$ cat src/rtl/store_unit.sv
// store_unit: packs SB/SH/SW stores into upper-first byte lanes and drains them in order to data memory; defining STORE_BUFFER_EN selects a two-entry buffer instead of one.
module store_unit (
  input  logic        CLK,
  input  logic        RESET,
  input  logic        STORE_REQ,
  input  logic [2:0]  STORE_SEL,
  input  logic [31:0] ADDRESS,
  input  logic [31:0] DATA_IN,
  output logic        STALL,
  output logic        MEM_WRITE,
  output logic [31:0] MEM_ADDRESS,
  output logic [31:0] MEM_WRITEDATA,
  output logic [3:0]  MEM_BYTE_EN,
  input  logic        MEM_BUSYWAIT,
  output logic        ILLEGAL_STORE
);
`ifdef STORE_BUFFER_EN
  localparam logic [1:0] D = 2'd2;
`else
  localparam logic [1:0] D = 2'd1;
`endif
  typedef enum logic {IDLE, WRITE} state_t;
  typedef struct packed {
    logic [31:0] addr;
    logic [31:0] data;
    logic [3:0]  be;
  } entry_t;
  state_t     state, state_d;
  entry_t     ent [2];
  entry_t     pk;
  logic [1:0] cnt, cnt_d;
  logic       legal, accept, push, pop, wi;
  // lane packing: the store value always lands in the most significant lanes
  always_comb begin
    legal   = STORE_SEL == 3'b000 || STORE_SEL == 3'b001 || STORE_SEL == 3'b010;
    pk.addr = ADDRESS;
    pk.data = STORE_SEL == 3'b000 ? {DATA_IN[7:0], 24'd0} :
              STORE_SEL == 3'b001 ? {DATA_IN[15:0], 16'd0} : DATA_IN;
    pk.be   = STORE_SEL == 3'b000 ? 4'b1000 :
              STORE_SEL == 3'b001 ? 4'b1100 : 4'b1111;
  end
  // buffer bookkeeping: a pop shifts the head out, a push fills the first free slot after the shift
  always_comb begin
    STALL  = cnt == D;
    accept = RESET && STORE_REQ && !STALL;
    push   = accept && legal;
    pop    = state == WRITE && !MEM_BUSYWAIT;
    wi     = cnt[0] ^ pop;
    cnt_d  = cnt + {1'b0, push} - {1'b0, pop};
  end
  // next state and memory-side outputs; the head is only exposed while writing
  always_comb begin
    state_d       = cnt_d != 2'd0 ? WRITE : IDLE;
    MEM_WRITE     = state == WRITE;
    MEM_ADDRESS   = state == WRITE ? ent[0].addr : 32'd0;
    MEM_WRITEDATA = state == WRITE ? ent[0].data : 32'd0;
    MEM_BYTE_EN   = state == WRITE ? ent[0].be : 4'd0;
  end
  // state, occupancy and the one-cycle illegal-store pulse
  always_ff @(posedge CLK) begin
    if (!RESET) begin
      state         <= IDLE;
      cnt           <= 2'd0;
      ILLEGAL_STORE <= 1'b0;
    end else begin
      state         <= state_d;
      cnt           <= cnt_d;
      ILLEGAL_STORE <= accept && !legal;
    end
  end
  // buffer storage; contents are don't-care whenever occupancy is zero
  always_ff @(posedge CLK) begin
    if (pop) ent[0] <= ent[1];
    if (push) ent[wi] <= pk;
  end
endmodule

$ cat config.mk
export PLATFORM = sky130hd
export DESIGN_NAME = store_unit
export DESIGN_NICKNAME = d
export VERILOG_FILES = /design/src/rtl/store_unit.sv
export SDC_FILE = /design/constraint.sdc
export NUM_CORES = 1
export LEC_CHECK = 0
export CAP_MARGIN = 0
export CORE_MARGIN = 5
export CORE_UTILIZATION = 50
export CTS_CLUSTER_DIAMETER = 80
export DETAILED_ROUTE_END_ITERATION = 16
export PLACE_DENSITY = 0.79
export SYNTH_ARGS = -nofsm -noshare
export SYNTH_HDL_FRONTEND = slang
export SYNTH_SLANG_ARGS = --single-unit
$ cat constraint.sdc
create_clock -name CLK -period 5.37 [get_ports CLK]
set_input_delay 0.537 -clock CLK [delete_from_list [all_inputs] [get_ports CLK]]
set_output_delay 0.537 -clock CLK [all_outputs]
set_load 0.02 [all_outputs]
==> impl_metrics.toml <==
[placed_design]
dp_hpwl_mm = 8.45
port_buffers = 141
place_congestion = 0.910
place_area_sq_mm = 0.00754

[floorplanning]
row_count = 40
die_area_sq_mm = 0.0143
die_h_microns = 120
ios = 142
core_sq_mm = 0.0119
dieWidth_microns = 120
initial_utilization = 0.506

[final_layout]
n_fill_cell = 862
diodes = 0
syn_to_final_growth_pct = 34.8
final_nets = 592
fin_area_sq_mm = 0.00812
fin_util = 0.682
drive_above_1_share = 0.199

[timing]
timing.fmax_mhz = 322
slew_viol_final = 0
finalHoldViolations = 0
rsz0062_at_grt = "no"
worstMarginPinSlew_ps = 1110
min_period_ps = 3100
fin_setup_tns_ps = 0
skew_ps = 10.3
finalSetupViolations = 0
finalCritPeriodShare = 0.578
slew_headroom = 0.258

[clock_tree]
cts_tree = "built"
clkTransAtPathRegs_ps = 60
clk_latency_ps = 410
clockBufferDepth = 2
ctsHoldBuffers = 0
cts_setup_buffers = 0
cts.sinks = 136
cts-htree-levels = 4
clock-root-buffer = "clkbuf_16"
cts_buffers = 17
post_cts_resized = 0

[worst_setup_path]
worstSetupStartpointType = "input port"
crit_fanout = 66
crit_path_end_kind = "register"
reg2reg_from = "MEM_WRITE"
crit_required_ps = 5520
cp.arrival_ps = 3250
critPathKind = "input port to register"
r2r-end = "ent[0][67]"
r2r_cells = 4
r2r_slack_ps = 2390
worstSetupStartpoint = "STORE_SEL[0]"

[grt]
antenna_found_initial = 0
grt_remaining_overflow = 0
grt_first_pass_wirelength_mm = 19.4
grt_pass1_vias = 3714
grt_max_degree = 70
grt.total_usage = 0.177

[power_and_ir_drop]
finalPower_mw = 3.44
p_leak_nw = 3.02
clock_power_share = 0.332
swShare = 0.279
p_per_area_mw_per_mm2 = 424
ir_worst_vdd_mv = 0.214
p_seq_frac = 0.402
intPower_mw = 2.48
combPwrFrac = 0.267
p_sw_mw = 0.963

[route]
routed_wl_mm = 12.1
drtAntennaViolNets = 0
drc = 0
first_pass_iters = 4
avgRoutedWirePerCell_microns = 17.9
dr.first_iter.drc_count = 282
vias_per_cell = 5.13
route.vias.total = 3486

[hold_path]
hold_depth = 1
min_to = "ent[0][26]"
hp-start = "ent[1][26]"
hold_class = "register to register"

[status]
status = "completed"

[synth]
netlist.area_leader.share = 0.658
synth.distinct_cells = 28
synth_area_per_cell_sq_um = 15.9
synth_warnings = 0
synth_top_area_cell = "edfxtp_1"
synthTopCellsByCount = "132 x edfxtp_1, 84 x and2_1, 39 x mux2_4, 26 x mux2_2, 24 x nand2_1"
ys_seq_area_frac = 0.671
synthFlopType = "edfxtp_1"
synth_seq_cells = 136
synth_edf_count = 132
yosysMostFrequentCell = "edfxtp_1"
syn_nets = 451
syn-cell-area_sq_mm = 0.00602
ys_async_sr_fraction = 0
netlist_instances = 378
synth.area.top_cells = "edfxtp_1 66%, mux2_4 9.7%, and2_1 8.7%"

[job]
cap_violations = 0
worst max-delay path: stages:
cell and delay [ps]:
clkdlybuf4s50_1 840, a21oi_4 400, nand4_4 180, nand2b_4 680
mux2_4 540
cell families after synthesis:
group	Yosys count	synth area share
adders and majority gates	2	0.00415
and+or+nand+nor	127	0.123
buffers and inverters	26	0.0253
AOI/OAI and AO/OA	11	0.0118
DFF	136	0.671
xor gates and xnor gates	3	0.00561
muxes	73	0.159
power groups by stage:
| stage | clock, mW | combinational [mW] | sequential, mW |
|---|---|---|---|
| 2_1_floorplan | 0 | 0.535 | 1.37 |
| 3_3_place_gp | 0 | 0.915 | 1.40 |
| 3_5_place_dp | 0 | 0.928 | 1.41 |
| 4_1_cts | 1.17 | 0.932 | 1.39 |
| 5_1_grt | 1.22 | 0.974 | 1.40 |
| 6_report | 1.14 | 0.919 | 1.38 |
layout make-up:
cell class / count / area (sq um) / share of cell area
Clock buffer: 17 / 425 / 0.0524
Sequential cell: 136 / 4050 / 0.498
Timing Repair Buffer: 144 / 1450 / 0.178
Multi-Input combinational cell: 216 / 1850 / 0.227
Clock inverter: 15 / 160 / 0.0197
Inverter: 4 / 15.0 / 0.00185
Tap cell: 147 / 184 / 0.0226
per-layer routing:
layer	global-route usage	vias up	wire length (microns)
li1	-	1656	-
met1	0.244	1672	5610
met2	0.265	145	5500
met3	0.0551	13	861
met4	0.0630	0	157
met5	0	-	0
state kept, by name, indices dropped and copies added, names as in the netlist:
register	cells
ILLEGAL_STORE	1
cnt	2
ent	132
MEM_WRITE	1
stage by stage:
step	std cells	setup WS, ps	hold WS, ps
final	679	2270	546
after floorplan	378	806	523
after global placement	647	1980	527
after detailed placement	647	1890	534
after CTS	679	2330	549
after global routing	679	2160	561
cells in the final DEF (no fill, tap or decap), types with 2 or more instances in the layout:
master / instances
clkdlybuf4s50_1: 141
edfxtp_1: 132
and2_1: 84
mux2_4: 39
mux2_2: 26
nand2_1: 24
clkbuf_16: 17
nand3_1: 9
mux2i_1: 8
o21ai_0: 8
inv_1: 4
clkinv_2: 4
clkinvlp_4: 4
dfxtp_1: 3
bufinv_16: 3
clkinv_1: 3
nor2_1: 2
xnor2_1: 2
ha_1: 2
buf_4: 2
worst max-delay path by stage:
stage                 end  slack (ps)
2_1_floorplan  ent[0][10]         810
3_3_place_gp   ent[0][29]        1980
3_5_place_dp   ent[0][46]        1890
4_1_cts        ent[0][46]        2330
5_1_grt        ent[0][61]        2160
6_report       ent[0][46]        2270
Note: power is estimated with default switching activity, not from simulation.
